<file path="src/rtl/bip_control.sv">
// BIP accumulator processor control unit.
// Owns PC/IR, sequences fetch/decode/execute and drives datapath controls.
module bip_control (
  input  logic        clk,
  input  logic        rst,
  input  logic [15:0] instruction,
  output logic [10:0] pc_addr,
  output logic [1:0]  SelA,
  output logic        SelB,
  output logic        Op,
  output logic        WrAcc,
  output logic [10:0] operand,
  output logic [10:0] data_addr,
  output logic        WrRam,
  output logic        halted,
  output logic [31:0] cycle_count
);

  typedef enum logic [1:0] {
    FETCH,
    DECODE,
    EXECUTE,
    HALT
  } state_t;

  localparam logic [4:0] OP_HLT  = 5'b00000;
  localparam logic [4:0] OP_STO  = 5'b00001;
  localparam logic [4:0] OP_LD   = 5'b00010;
  localparam logic [4:0] OP_LDI  = 5'b00011;
  localparam logic [4:0] OP_ADD  = 5'b00100;
  localparam logic [4:0] OP_ADDI = 5'b00101;
  localparam logic [4:0] OP_SUB  = 5'b00110;
  localparam logic [4:0] OP_SUBI = 5'b00111;

  state_t      state, state_nx;
  logic [10:0] pc, pc_nx;
  logic [15:0] ir, ir_nx;
  logic [31:0] cnt, cnt_nx;
  logic [4:0]  opc;

  assign opc         = ir[15:11];
  assign pc_addr     = pc;
  assign operand     = ir[10:0];
  assign data_addr   = ir[10:0];
  assign halted      = (state == HALT);
  assign cycle_count = cnt;

  // State, PC, IR and cycle counter registers.
  always_ff @(posedge clk) begin
    if (rst) begin
      state <= FETCH;
      pc    <= '0;
      ir    <= '0;
      cnt   <= '0;
    end else begin
      state <= state_nx;
      pc    <= pc_nx;
      ir    <= ir_nx;
      cnt   <= cnt_nx;
    end
  end

  // Next-state sequencing, saturating cycle count.
  always_comb begin
    state_nx = state;
    pc_nx    = pc;
    ir_nx    = ir;
    cnt_nx   = cnt;
    if (state != HALT && cnt != 32'hFFFF_FFFF)
      cnt_nx = cnt + 32'd1;
    unique case (state)
      FETCH:  state_nx = DECODE;
      DECODE: begin
        ir_nx    = instruction;
        state_nx = EXECUTE;
      end
      EXECUTE: begin
        if (opc == OP_HLT) begin
          state_nx = HALT;
        end else begin
          state_nx = FETCH;
          pc_nx    = pc + 11'd1;
        end
      end
      HALT:   state_nx = HALT;
    endcase
  end

  // Datapath controls: live only in EXECUTE, forced low during reset.
  always_comb begin
    SelA  = 2'd0;
    SelB  = 1'b0;
    Op    = 1'b0;
    WrAcc = 1'b0;
    WrRam = 1'b0;
    if (state == EXECUTE && !rst) begin
      unique case (1'b1)
        (opc == OP_STO): WrRam = 1'b1;
        (opc == OP_LD): begin
          SelA  = 2'd0;
          WrAcc = 1'b1;
        end
        (opc == OP_LDI): begin
          SelA  = 2'd1;
          WrAcc = 1'b1;
        end
        (opc == OP_ADD): begin
          SelA  = 2'd2;
          WrAcc = 1'b1;
        end
        (opc == OP_ADDI): begin
          SelA  = 2'd2;
          SelB  = 1'b1;
          WrAcc = 1'b1;
        end
        (opc == OP_SUB): begin
          SelA  = 2'd2;
          Op    = 1'b1;
          WrAcc = 1'b1;
        end
        (opc == OP_SUBI): begin
          SelA  = 2'd2;
          SelB  = 1'b1;
          Op    = 1'b1;
          WrAcc = 1'b1;
        end
        default: ;
      endcase
    end
  end

endmodule

</file>
<file path="config.mk">
export PLATFORM = sky130hd
export DESIGN_NAME = bip_control
export DESIGN_NICKNAME = d
export VERILOG_FILES = /design/src/rtl/bip_control.sv
export SDC_FILE = /design/constraint.sdc
export NUM_CORES = 1
export LEC_CHECK = 0
export CORE_ASPECT_RATIO = 0.9
export CORE_UTILIZATION = 42
export DETAILED_ROUTE_END_ITERATION = 10
export PLACE_DENSITY = 0.76
export SLEW_MARGIN = 10
export SYNTH_ARGS = -nofsm -noshare
export SYNTH_HDL_FRONTEND = slang
export SYNTH_SLANG_ARGS = --single-unit
export TNS_END_PERCENT = 1
</file>
<file path="constraint.sdc">
create_clock -name clk -period 2.1 [get_ports clk]
set_clock_uncertainty 0.2 [all_clocks]
set_input_delay 0.42 -clock clk [delete_from_list [all_inputs] [get_ports clk]]
set_output_delay 0.42 -clock clk [all_outputs]
set_load 0.01 [all_outputs]
</file>
; Word-level counts from Yosys, hierarchy flattened
; Index checks and enable logic that the tools add are counted.
[totals]
wordCells = 41
input_bits = 18
reg_bits = 61
out_inout_bits = 72
[op_classes]
mux = 12
eq_ne = 12
n_addsub = 2
bitwise = 1
n_reduce_logical = 10
[op_table]
columns = op, count
row1 = $add A32 B1 Y32 const B, 1
row2 = $ne A32 B32 Y1 const B, 1
row3 = $eq A5 B3 Y1 const B, 4
row4 = $add A11 B1 Y11 const B, 1
row5 = $eq A5 B2 Y1 const B, 2
row6 = $mux W1, 8
row7 = $pmux W2 S4, 1
row8 = $reduce_or A6 Y1, 1
row9 = $eq A5 B1 Y1 const B, 1
row10 = $logic_not A5 Y1, 1
row11 = $eq A2 B2 Y1 const B, 2
row12 = $mux W2, 2
row13 = $pmux W2 S2, 1
row14 = $reduce_or A2 Y1, 2
row15 = $reduce_or A4 Y1, 1
row16 = $eq A2 B1 Y1 const B, 1
row17 = $logic_and A1 B1 Y1, 2
row18 = $logic_not A2 Y1, 1
row19 = $ne A2 B2 Y1 const B, 1
row20 = $reduce_and A2 Y1, 1
row21 = $logic_not A1 Y1, 1
row22 = $not A1 Y1, 1

; Logic depth before layout (Yosys ltp)
; Gate-level depths: netlist of run 1.
[logic_depth]
word_depth = 4
depth_mapped = 8
ltp_nobuf = 6

; Worst setup path after synthesis of run 1
; No wires, ideal clock.
[synth_path]
kind = register to register
from = reg cnt[19] (netlist: cycle_count[19])
to = reg cnt[1] (netlist: cycle_count[1])
period_less_slack_ns = 2.402
n_path_buf = 3
arrival_ns = 2.074
stages_incl_launch_ff = 9
setup_ns = 0.128
setup_slack_ns = -0.302
t_required_ns = 1.772
path_cell_list = dfxtp_1 nand4_2 or4_1 buf_2 o31ai_4 buf_6 buf_12 mux2i_1 nor2_1
[synth_via]
elab_chain_cells = 2
[synth_rtl]
columns = element, line
row1 = "start, declared", 38  ; logic [31:0] cnt, cnt_nx;
row2 = "start signal, assigned", 59  ; cnt <= cnt_nx;
row3 = $ne A32 B32 Y1, 69  ; if (state != HALT && cnt != 32'hFFFF_FFFF)
row4 = $logic_and A1 B1 Y1, 69
; Every way passes these cells.
; A chain may end at the register's enable or synchronous reset.

; Worst setup path in the final report of run 1
[layout_path]
from = reg state[1]
to = out SelB
[layout_via]
elab_chain_cells = 3
[layout_rtl]
columns = element, line
row1 = "start, declared", 35  ; state_t state, state_nx;
row2 = "start signal, assigned", 56  ; state <= state_nx;
row3 = $eq A2 B2 Y1, 96  ; if (state == EXECUTE && !rst) begin
row4 = $logic_and A1 B1 Y1, 96
row5 = $mux W1, 96
row6 = "end, declared", 9  ; output logic SelB,
; Every way passes these cells.

==> results of run 1 <==
[Yosys cell counts]
cell / number / area (um^2)
clkbuf_1: 12 / 45.0
o2111ai_1: 1 / 8.76
o31ai_4: 1 / 21.3
or3_1: 18 / 113
mux2i_1: 1 / 10.0
nor4_1: 4 / 25.0
buf_4: 22 / 165
nor2_1: 15 / 56.3
buf_2: 2 / 10.0
nor3_1: 5 / 25.0
inv_1: 6 / 22.5
nand2_1: 52 / 195
nand2b_1: 1 / 6.26
nand4_1: 11 / 68.8
o21ai_0: 6 / 30.0
nor2b_1: 3 / 18.8
nor3b_1: 1 / 7.51
nand3_1: 13 / 65.1
xor2_1: 4 / 35.0
dfxtp_1: 61 / 1220
buf_6: 3 / 33.8
nor4b_1: 1 / 8.76
o31ai_1: 12 / 90.1
o21ai_1: 13 / 65.1
ha_1: 2 / 25.0
or4_1: 15 / 113
and3_1: 8 / 50.1
buf_12: 1 / 20.0
xnor2_1: 7 / 61.3
o211ai_2: 1 / 12.5
o21a_1: 2 / 15.0
nand4_2: 1 / 12.5
and2_1: 3 / 18.8
and4_1: 4 / 35.0
a21oi_1: 48 / 240
[power breakdown]
part	internal, mW	switching, mW
logic	0.194	0.171
clock network	0.551	0.498
registers	1.20	0.0392
[cell type report]
type | count | area, um^2 | share of cell area
clock buffer | 9 | 124 | 0.0284
clock inverter | 7 | 75.1 | 0.0172
inverter | 6 | 22.5 | 0.00516
multi-input combinational | 253 | 1520 | 0.347
sequential | 61 | 1250 | 0.287
tap | 90 | 113 | 0.0258
timing repair buffer | 139 | 1260 | 0.289
[per-stage QoR]
| stage | setup slack, ps | util |
|---|---|---|
| final | -52.2 | 0.652 |
| after global routing | -174 | 0.652 |
| after CTS | -55.7 | 0.648 |
| after detailed placement | -316 | 0.615 |
| after global placement | -328 | 0.615 |
| after floorplan | -141 | - |
[final timing paths]
check	start	end	slack (ps)	depth (start not counted)
worst max register to register	cycle_count[16]	cycle_count[1]	-40	6
worst min-delay path	ir[3]	ir[3]	270	2
worst min register to register	ir[3]	ir[3]	270	2
worst max-delay path	state[1]	SelB	-50	6
[state kept, by name, summed over array words and instances, names as in the netlist]
register     flops
state            2
cycle_count     32
ir              16
pc_addr         11
[routing by layer]
metal	track usage	up-vias	part of all wire
li1	-	1493	-
met1	0.244	1404	0.45
met2	0.381	88	0.49
met3	0.0583	8	0.050
met4	0.0806	0	0.011
met5	0	-	0
[timing repair]
action                     CTS  global route
hold endpoints to repair     0             0
setup endpoints to repair   32            33
gates resized for setup     37             5
pin swaps                    3            12
buffers inserted             0             0
[cell families (layout without fill, tap and decap cells)]
logic type	after synthesis	in the layout	synth area share
buf+inv	46	161	0.101
flops	61	61	0.414
compound gates	84	84	0.164
fa+ha+maj	2	2	0.00848
simple gates	155	155	0.277
xor+xnor	11	11	0.0327
mux	1	1	0.00339
[critical path: stages, from the launching register on]
cell and delay, ps:
dfxtp_2 330, nor2b_4 140, nor4b_4 190, buf_4 170
buf_6 100, and3_1 150, buf_2 130
[placed cells by master, fill, tap and decap left out, drive strengths merged, types with 2 or more instances in the layout]
| cell type | count |
|---|---|
| a21oi | 48 |
| and2 | 3 |
| and3 | 8 |
| and4 | 4 |
| buf | 57 |
| clkbuf | 9 |
| clkdlybuf4s50 | 81 |
| clkinv | 2 |
| clkinvlp | 3 |
| dfxtp | 61 |
| ha | 2 |
| inv | 7 |
| nand2 | 52 |
| nand3 | 13 |
| nand4 | 12 |
| nor2 | 15 |
| nor2b | 3 |
| nor3 | 5 |
| nor4 | 4 |
| o21a | 2 |
| o21ai | 19 |
| o31ai | 13 |
| or3 | 18 |
| or4 | 15 |
| xnor2 | 7 |
| xor2 | 4 |
==> flow_summary_export.csv, run 1 <==
group,metric,value,unit
outcome,status,"finished, violations left",
outcome,violations,"negative setup slack",
clock_tree,cts_root_buf,"clkbuf_8",
layout,synthToLayoutAreaGrowth,47.8,%
yosys,yosysSeqAreaShare,0.414,
sta,tns,-237,ps
sta,tightest_slew,641,ps
worst_setup_path,cp-end-kind,"output pin",
clock_tree,cts.htree.levels,3,
sta,hold_viol_final,0,
drt,drcViolationCount,0,
drt,wirelength,7650,um
sta,fin_ws,-52.2,ps
power_and_ir_drop,power_density,608,nW/um^2
clock_tree,path_clk_slew,70,ps
drt,viasPerCell,5.30,
layout,postLayoutCellArea,4360,um^2
floorplan,dieWidth,90.3,um
sta,max_slew_margin,0.573,
floorplan,die_y,81.5,um
clock_tree,cts_buffer_depth,2,
power_and_ir_drop,ir_drop,0.538,mV
sta,rsz0062_at_grt,"true",
worst_setup_path,cp.arrival,1530,ps
grt,grt_pass1_wl,12500,um
floorplan,floorplan.rows,28,
drt,drt_iter0_drc,152,
yosys,synthesis.nets,380,
floorplan,initial_core_util,0.441,
yosys,synth_seq_cells,61,
clock_tree,numCtsBuffers,9,
yosys,syn_avg_cell_area,8.20,um^2
floorplan,die-area,7360,um^2
job,cap_violations,0,
placed_design,place_inst,549,
yosys,synth.cell_area,2950,um^2
power_and_ir_drop,p_leak,1.55,nW
yosys,yosys_warnings,0,
worst_setup_path,cp-start-kind,"flip-flop",
grt,overflow,0,
placed_design,placed_cell_area,4110,um^2
grt,antenna_found_initial,0,
sta,setup_viol,15,
drt,dr_total_vias,2993,
placed_design,gp_congestion,0.782,
layout,final.fill_count,567,
layout,instances_no_fill,565,
drt,firstDrtPassIters,4,
yosys,postSynthCellCount,360,
worst_setup_path,required,1480,ps
floorplan,ios,90,
worst_setup_path,worstSetupPathType,"reg2out",
clock_tree,cts.sinks,61,
worst_setup_path,worstPathMaxFanout,4,
yosys,synthDistinctLibCells,35,
sta,min_period,2150,ps
grt,grt_pass1_vias,2824,
sta,drv_slew,0,
sta,period_share,1.02,
clock_tree,hold_buffers,0,
power_and_ir_drop,p_total,2.65,mW
clock_tree,cts_tree,"done",
drt,wire_per_inst,13.5,um
clock_tree,worstSkewPairLatency,350,ps
grt,grt_util_all_layers,0.212,
layout,num_antenna_cells,0,
layout,fin_nets,490,
placed_design,dpl.hpwl,5380,um
sta,hold_slack,268,ps
drt,detail-route-antenna-nets,0,
floorplan,coreArea,6690,um^2
grt,grt_start_max_net_pins,62,
placed_design,io_buffer_count,89,
hold_path,min_path_type,"reg2reg",
sta,clock.fmax,0.465,GHz
layout,drive_gt1_frac,0.217,
Note: power is estimated with default switching activity, not from simulation.
==> run 2, diff against run 1 <==
- ABC_AREA: not set -> 1
- CORE_UTILIZATION: 42 -> 44
- PLACE_DENSITY: 0.76 -> 0.77
==> run 2 against run 1 <==
The flow now finishes without violations. Utilization fell by 3.1 points. Via count rose by 13%. Power grew 13%. Register-to-register slack better by 190 ps. Sequential power about the same. Non-clock buffer count decreased by 36. Design area rose by 1.8%. Fmax is 6.6% higher. Count of clock-buffer cells in the layout is 2 higher. Synthesized cell count increased by 43%. Critical endpoint is now WrAcc. Largest power group is now clock.
==> flow_summary_export.csv, run 2 <==
group,metric,value,unit
grt,grt_util_all_layers,0.219,
placed_design,place_inst,675,
yosys,synth_edf_count,0,
power_and_ir_drop,p_leak,1.81,nW
clock_tree,cts_root_buf,"clkbuf_8",
sta,drv_slew,0,
layout,final_common_cell,"nor2_1",
worst_setup_path,cp-start-kind,"flip-flop",
clock_tree,path_clk_slew,70,ps
job,cap_violations,0,
yosys,yosysSeqAreaShare,0.371,
layout,instances_no_fill,691,
clock_tree,worstSkewPairLatency,340,ps
layout,final_util,0.621,
layout,fin_nets,613,
placed_design,dpl.hpwl,5930,um
clock_tree,cts.htree.levels,3,
clock_tree,cts_setup_buffers,0,
worst_setup_path,required,1480,ps
grt,overflow,0,
drt,drt_iter0_drc,162,
drt,wire_per_inst,12.0,um
drt,wirelength,8280,um
power_and_ir_drop,ir_drop,0.444,mV
grt,antenna_found_initial,1,
power_and_ir_drop,power_switching,0.720,mW
sta,max_slew_margin,0.628,
sta,hold_viol_final,0,
yosys,yosysMostFrequentCell,"nor2_1",
worst_setup_path,critical_path.most_common_cell,"inv_1",
power_and_ir_drop,power_density,678,nW/um^2
yosys,synth.area.top_cells,"dfxtp_1 37%, nor2_1 13%, nand2_1 13%, inv_1 6.2%, nand3_1 5.8%",
clock_tree,cts.sinks,61,
layout,final_cell_mix,"114 x nor2_1, 111 x nand2_1, 81 x clkdlybuf4s50_1",
hold_path,min_path_type,"in2reg",
clock_tree,numCtsBuffers,9,
floorplan,ios,90,
sta,hold_slack,241,ps
floorplan,initial_core_util,0.461,
yosys,netlist.area_leader.share,0.371,
worst_setup_path,worstPathMaxFanout,4,
drt,firstDrtPassIters,4,
sta,tightest_slew,558,ps
yosys,synth-main-ff-cell,"dfxtp_1",
outcome,status,"finished clean",
worst_setup_path,crit_chain,"inv_1, nor2_4, nand2_4, nor2_2, inv_1, o31ai_1, buf_2",
drt,viasPerCell,4.91,
worst_setup_path,worstSetupPathType,"reg2out",
power_and_ir_drop,intPower,2.29,mW
layout,drive_gt1_frac,0.104,
layout,largest_reg_flops,32,
drt,dr_total_vias,3394,
power_and_ir_drop,power_frac_comb,0.149,
sta,min_period,2020,ps
power_and_ir_drop,p_seq_frac,0.420,
yosys,syn_avg_cell_area,6.41,um^2
floorplan,floorplan.rows,29,
grt,grt_pass1_vias,3129,
placed_design,gp_congestion,0.865,
yosys,synthDistinctLibCells,26,
yosys,synth.cell_area,3290,um^2
power_and_ir_drop,sw_frac_of_total,0.239,
floorplan,dieWidth,93.2,um
drt,drcViolationCount,0,
sta,clock.fmax,0.496,GHz
worst_setup_path,cp.arrival,1400,ps
worst_setup_path,critPathMaxStageDelay,340,ps
grt,grt_start_max_net_pins,57,
yosys,yosys_warnings,0,
placed_design,io_buffer_count,89,
layout,postLayoutCellArea,4440,um^2
clock_tree,cts_tree,"done",
worst_setup_path,cp-end-kind,"output pin",
sta,period_share,0.961,
yosys,yosys.area.top_type,"dfxtp_1",
worst_setup_path,cp_slowest_cell,"dfxtp_1",
layout,synthToLayoutAreaGrowth,34.8,%
yosys,synth_seq_cells,61,
yosys,postSynthCellCount,514,
floorplan,coreArea,7150,um^2
clock_tree,cts_buffer_depth,2,
yosys,synth_commonest_cells,"117 x nor2_1, 113 x nand2_1, 61 x dfxtp_1, 54 x inv_1, 38 x nand3_1",
clock_tree,hold_buffers,0,
sta,setup_viol,0,
floorplan,die_y,84.1,um
grt,grt_pass1_wl,13700,um
drt,detail-route-antenna-nets,0,
floorplan,die-area,7830,um^2
yosys,synthesis.nets,534,
placed_design,placed_cell_area,4160,um^2
power_and_ir_drop,p_clk_frac,0.431,
yosys,synth-async-reset-ratio,0,
==> run 2: per-stage QoR <==
stage                     setup slack, ps  TNS [ps]  power [mW]
after CTS                           -42.8     -42.8        3.02
after global placement               -405     -2140        1.71
after floorplan                       364         0        1.56
final                                81.9         0        3.01
after detailed placement             -443     -2270        1.73
after global routing                -24.0     -60.2        3.13
==> run 2: worst max-delay path: cells and delay by family (launching register included) <==
family / cells / cell delay, ps
AO/OA/AOI/OAI: 1 / 70
buffers and inverters: 3 / 340
flip-flops: 1 / 340
AND/OR/NAND/NOR: 3 / 320
==> run 2: logic make-up (layout without fill, tap and decap cells) <==
group / after synthesis / in the layout / synth area share
compound gates: 53 / 53 / 0.0828
fa+ha+maj: 2 / 2 / 0.00760
xor+xnor: 2 / 2 / 0.00532
other cells: 0 / 1 / 0
simple gates: 305 / 305 / 0.396
buf+inv: 91 / 174 / 0.137
flops: 61 / 61 / 0.371
==> run 2: worst paths after layout <==
path / to / from / depth (start not counted) / slack [ps]
worst max-delay path: WrAcc / state[1] / 7 / 80
worst min-delay path: cycle_count[25] / rst / 3 / 240
worst max register to register: cycle_count[1] / cycle_count[24] / 9 / 150
worst min register to register: pc_addr[2] / pc_addr[2] / 2 / 290
==> run 2: metal layers <==
| metal | vias up | track usage | wire length (um) |
|---|---|---|---|
| met3 | 8 | 0.0519 | 563 |
| met1 | 1530 | 0.275 | 3810 |
| met2 | 100 | 0.362 | 3820 |
| li1 | 1756 | - | - |
| met5 | - | 0 | 0 |
| met4 | 0 | 0.0783 | 91 |
==> run 2: area by class of cell <==
| class | instances | area [um^2] |
|---|---|---|
| diodes | 1 | 2.50 |
| clock buffers | 11 | 151 |
| multi-input cells | 362 | 1670 |
| fillers | 667 | 2710 |
| inverters | 56 | 210 |
| clock inverters | 4 | 95.1 |
| repair buffers | 103 | 970 |
| well taps | 93 | 116 |
| flip-flops and latches | 61 | 1220 |
==> run 2: power by group through the flow <==
stage               registers, mW  clock network, mW  logic, mW
floorplan                    1.29                  0      0.271
global placement             1.28                  0      0.426
detailed placement           1.29                  0      0.438
CTS                          1.26               1.32      0.440
global route                 1.27               1.37      0.490
finish                       1.26               1.30      0.447
==> run 2: what timing repair did <==
action,4_1_cts,5_1_grt
pin swaps,1,1
cloned,0,0
endpoints found under the setup margin,7,15
gates resized for setup,20,17
==> run 3, diff against run 2 <==
- MAX_ROUTING_LAYER: not set -> met4
- SETUP_SLACK_MARGIN: not set -> 0.4
==> run 3 against run 2 <==
Worst setup slack worse by 25 ps. Clock power is 28% lower. Largest power group is now registers. Critical path depth unchanged. Final cell count rose by 0.43%. Combinational power down 2%.
==> flow_summary_export.csv, run 3 (synthesis gave the netlist of run 2 again) <==
group,metric,value,unit
layout,drive_gt1_frac,0.121,
worst_setup_path,worstPathMaxFanout,3,
layout,num_antenna_cells,0,
floorplan,ios,90,
layout,largest_reg_flops,32,
worst_setup_path,ff2ff_path_depth,9,
floorplan,die-area,7830,um^2
power_and_ir_drop,ir_drop,0.303,mV
worst_setup_path,critPathLaunch,"ir[15]",
worst_setup_path,cp.arrival,1420,ps
worst_setup_path,worstSetupPathType,"reg2out",
drt,wire_per_inst,12.4,um
drt,dr_total_vias,3430,
layout,final_common_cell,"nor2_1",
worst_setup_path,r2r_end,"cycle_count[0]",
clock_tree,cts.sinks,61,
placed_design,io_buffer_count,89,
floorplan,floorplan.rows,29,
worst_setup_path,required,1480,ps
sta,period_share,0.973,
clock_tree,cts_root_buf,"clkbuf_8",
grt,grt_util_all_layers,0.231,
sta,clock.fmax,0.490,GHz
grt,antenna_found_initial,0,
worst_setup_path,timing.rr.start,"cycle_count[24]",
sta,max_slew_margin,0.634,
drt,firstDrtPassIters,4,
job,cap_violations,0,
worst_setup_path,cp-end-kind,"output pin",
layout,fin_nets,616,
outcome,status,"finished clean",
grt,grt_pass1_vias,3121,
clock_tree,hold_buffers,0,
drt,drt_iter0_drc,201,
placed_design,gp_congestion,0.904,
sta,setup_viol,0,
clock_tree,cts_tree,"done",
clock_tree,cts_buffer_depth,2,
sta,rsz0062_at_grt,"true",
drt,drcViolationCount,0,
floorplan,dieWidth,93.2,um
floorplan,initial_core_util,0.461,
sta,drv_slew,0,
layout,synthToLayoutAreaGrowth,33.5,%
worst_setup_path,cp-start-kind,"flip-flop",
drt,wirelength,8630,um
worst_setup_path,crit_end,"WrAcc",
sta,tightest_slew,550,ps
grt,grt_start_max_net_pins,57,
clock_tree,path_clk_slew,70,ps
floorplan,coreArea,7150,um^2
power_and_ir_drop,p_total,2.66,mW
power_and_ir_drop,p_leak,1.79,nW
power_and_ir_drop,power_density,604,nW/um^2
layout,final_cell_mix,"113 x nor2_1, 111 x nand2_1, 81 x clkdlybuf4s50_1",
clock_tree,worstSkewPairLatency,340,ps
placed_design,dpl.hpwl,6000,um
drt,detail-route-antenna-nets,0,
clock_tree,cts.htree.levels,3,
drt,viasPerCell,4.94,
sta,hold_viol_final,0,
grt,grt_pass1_wl,14100,um
worst_setup_path,rrSetupSlack,180,ps
hold_path,min_path_type,"reg2reg",
sta,min_period,2040,ps
floorplan,die_y,84.1,um
clock_tree,numCtsBuffers,9,
grt,overflow,0,
sta,hold_slack,296,ps
## run 3: how the worst min path moves through the flow
stage / start / end / slack, ps / cells after the start
2_1_floorplan: ir[15] / ir[15] / 260 / 2
3_3_place_gp: ir[15] / ir[15] / 270 / 2
3_5_place_dp: ir[15] / ir[15] / 280 / 2
4_1_cts: pc_addr[3] / pc_addr[3] / 300 / 2
5_1_grt: rst / cycle_count[28] / 330 / 3
6_report: pc_addr[3] / pc_addr[3] / 300 / 2
## run 3: per-layer routing
layer	track usage	up-vias	routed length, um
met5	-	-	0
met4	0.0685	0	127
met3	0.0656	14	595
met2	0.374	110	4070
met1	0.279	1540	3840
li1	-	1766	-
## run 3: final cells by class
cell class | instances | area [um^2]
timing repair buffer | 105 | 978
clock inverter | 4 | 22.5
tap | 93 | 116
inverter | 56 | 213
sequential | 61 | 1230
clock buffer | 12 | 155
fill | 691 | 2750
multi-input combinational | 363 | 1690
## run 3: where the power goes
group / leakage (nW) / internal [mW] / total, mW / switching, mW
logic: 1.20 / 0.222 / 0.438 / 0.216
registers: 0.497 / 1.22 / 1.28 / 0.0560
clock network: 0.0921 / 0.486 / 0.941 / 0.455
## run 3: critical path, stage by stage (launching register included)
cell and delay (ps):
dfxtp_1 350, nor2_4 140, nand2_2 70, nor2_2 130
buf_4 130, inv_4 40, o31ai_2 60, buf_2 170
## run 3: timing repair
action                     CTS  global route
resized for setup           37            11
setup endpoints to repair  106           108
setup buffers                3             1
pin swaps                    4             9
cloned                       0             1
## run 3: metrics by stage
stage	util	setup TNS, ps	area, um^2	worst slack, ps	instances
global route	0.615	-23.4	4400	-10.8	694
floorplan	-	0	3300	433	514
CTS	0.607	0	4340	52.5	692
global placement	0.581	-2160	4150	-409	673
finish	0.615	0	4400	57.2	694
detailed placement	0.581	-2260	4150	-429	673
==> edit: new RTL, config.mk and constraints of run 2 <==
The 4 states of `state_t` get a one-hot encoding in 4 bits.
--- a/src/rtl/bip_control.sv
+++ b/src/rtl/bip_control.sv
@@ -18,7 +18,7 @@
 
-  typedef enum logic [1:0] {
-    FETCH,
-    DECODE,
-    EXECUTE,
-    HALT
+  typedef enum logic [3:0] {
+    FETCH   = 4'b0001,
+    DECODE  = 4'b0010,
+    EXECUTE = 4'b0100,
+    HALT    = 4'b1000
   } state_t;
Function: same outputs for any inputs over 10 cycles, from zero or initial values and one cycle with rst high; not proved beyond that.
==> edit against run 2 <==
Synthesized area rose by 5.3%; die area rose by 5.2%; utilization fell by 1.7 points; worst setup slack got worse by 0.059 ns; routed wire length rose by 8.0%; final area rose by 3.1%; sequential cell count rose by 2.
Power is not compared: it rests on default switching activity, and its combinational part moved more than twofold at a synthesized area within 25%.
==> edit: results (changes against run 2) <==
- Syn_nets: 557 (+4.3%)
- Placed insts: 696 (+3.1%)
- Nets: 631 (+2.9%)
- GRT Util Overall: 22.8% (+0.89 points)
- Detailed-route wire length per cell: 12.6 um (+4.9%)
- Synth top area cells: dfxtp_1 36%, nand2_1 15%, nor2_1 11%, nand3_1 7.4%, inv_1 5.2%
- CP max FO: 3 (-1)
- GR Util met1: 30.9% (+3.4 points)
- Reg2reg end: cycle_count[30]
- Reg2reg path depth: 11 (+2)
- Largest net degree at the start of global routing: 35 (-39%)
- GRT met3 Usage: 3.86% (-1.3 points)
- CP arrival: 1.46 ns (+0.06 ns)
- Hold Path End: ir[14]
- FILL cells: 728 (+9.1%)
- Diode count: 0 (-1)
- Postcts setup bufs: 0 (unchanged)
- Synth cell count leaders: 142 x nand2_1, 97 x nor2_1, 63 x dfxtp_1
- Max reg flops: 32 (unchanged)
- Hold Crit Class: flip-flop to flip-flop
- Hold path depth: 2 (-1)
- Vias in the first global route: 3,234 (+3.4%)
- Slew margin rel.: 60.3% (-2.5 points)
- CTS max path bufs: 2 (unchanged)
- DP HPWL: 6660 um (+12%)
- Static Leak: approximately 1.8 nW
- Vias: 3,624 (+6.8%)
- Sequential area share after synthesis: 36.4% (-0.71 points)
- Status: finished clean
- Synthesized instance count: 537 (+4.5%)
- Reg2reg setup slack: 0.22 ns (+0.07 ns)
- DRT Pass-1 Iters: 5 (+1)
- Finished Layout Cells: 711 (+2.9%)
- Starting DRT DRC Count: 212 (+31%)
- Number of library cell types mapped by synthesis: 31 (+19%)
- Share of cells above drive strength 1: 12.0% (+1.6 points)
- Hold Crit Start: ir[14]
- IO buf count: 89 (unchanged)
- RD Place Congestion: 0.921 (+6.5%)
- Asr flop ratio synth: 0% (unchanged)
- Reg2reg start: cycle_count[0]
- First-pass GRT wire length: 14,600 um (+6.8%)
- Met2 Use GR: 36.6% (+0.33 points)
- Initial antenna violation count: 0 (-1)
[edit: cell types whose count changed in the layout (fill, tap and decap cells not counted), sizes merged, moves of 3 or more]
cell,before,now
buf,18,15
inv,56,51
nand3,38,52
nand2,119,148
a21oi,24,28
a31oi,4,0
nor3,8,16
nor2,127,103
o21ai,24,12
[edit: logic make-up (layout without fill, tap and decap cells)]
group	Yosys count	after routing	share of synthesized area [%]
AO/OA/AOI/OAI	43	43	7.47
XOR/XNOR	2	2	0.505
adder cells (fa/ha/maj)	2	2	0.722
AND/OR/NAND/NOR	337	337	42.1
flip-flops	63	63	36.4
buffers and inverters	90	168	12.8
[edit: worst max path at each step]
stage	startpoint	to	slack, ns
2_1_floorplan	cycle_count[0]	cycle_count[21]	0.26
3_3_place_gp	rst	SelA[0]	-0.31
3_5_place_dp	rst	WrRam	-0.39
4_1_cts	state[0]	SelA[0]	-0.06
5_1_grt	state[0]	WrRam	-0.05
6_report	state[0]	WrRam	0.02
[edit: area by class of cell]
class	instances	share of cell area, %
clock inverters	5	2.32
flip-flops and latches	63	27.6
repair buffers	100	20.7
well taps	96	2.62
multi-input cells	384	39.3
inverters	53	4.37
clock buffers	10	3.01
[edit: layer usage]
layer	share of wire [%]	vias up
met5	0	-
met4	1.5	0
met3	8.2	11
met2	45	144
li1	-	1836
met1	45	1633
[edit: worst max-delay path, cell delays in order (launching register included)]
cell and delay (ns):
dfxtp_2 0.32, nor2_2 0.11, nand2_1 0.09, nor2_4 0.13, nand3_2 0.10, nor4_1 0.18
buf_2 0.18
[edit: repair_timing]
action / 4_1_cts / 5_1_grt
hold buffers: 0 / 0
setup endpoints to repair: 7 / 29
resized for setup: 32 / 8
pin swaps: 3 / 2
[edit: stage by stage]
stage / total power, mW / hold WS, ns / worst slack [ns] / TNS (ns) / area, um^2
after floorplan: 1.38 / 0.250 / 0.262 / 0 / 3470
after global placement: 1.45 / 0.256 / -0.309 / -4.50 / 4310
after detailed placement: 1.46 / 0.271 / -0.391 / -5.59 / 4310
after CTS: 2.75 / 0.281 / -0.0601 / -0.0868 / 4570
after global routing: 2.84 / 0.304 / -0.0524 / -0.159 / 4580
final: 2.73 / 0.275 / 0.0233 / 0 / 4580
[edit: power by group]
group	leakage [nW]	switching, mW	internal (mW)
clock network	0.119	0.478	0.816
logic	1.13	0.0918	0.103
registers	0.511	0.0227	1.22
total	1.76	0.592	2.14
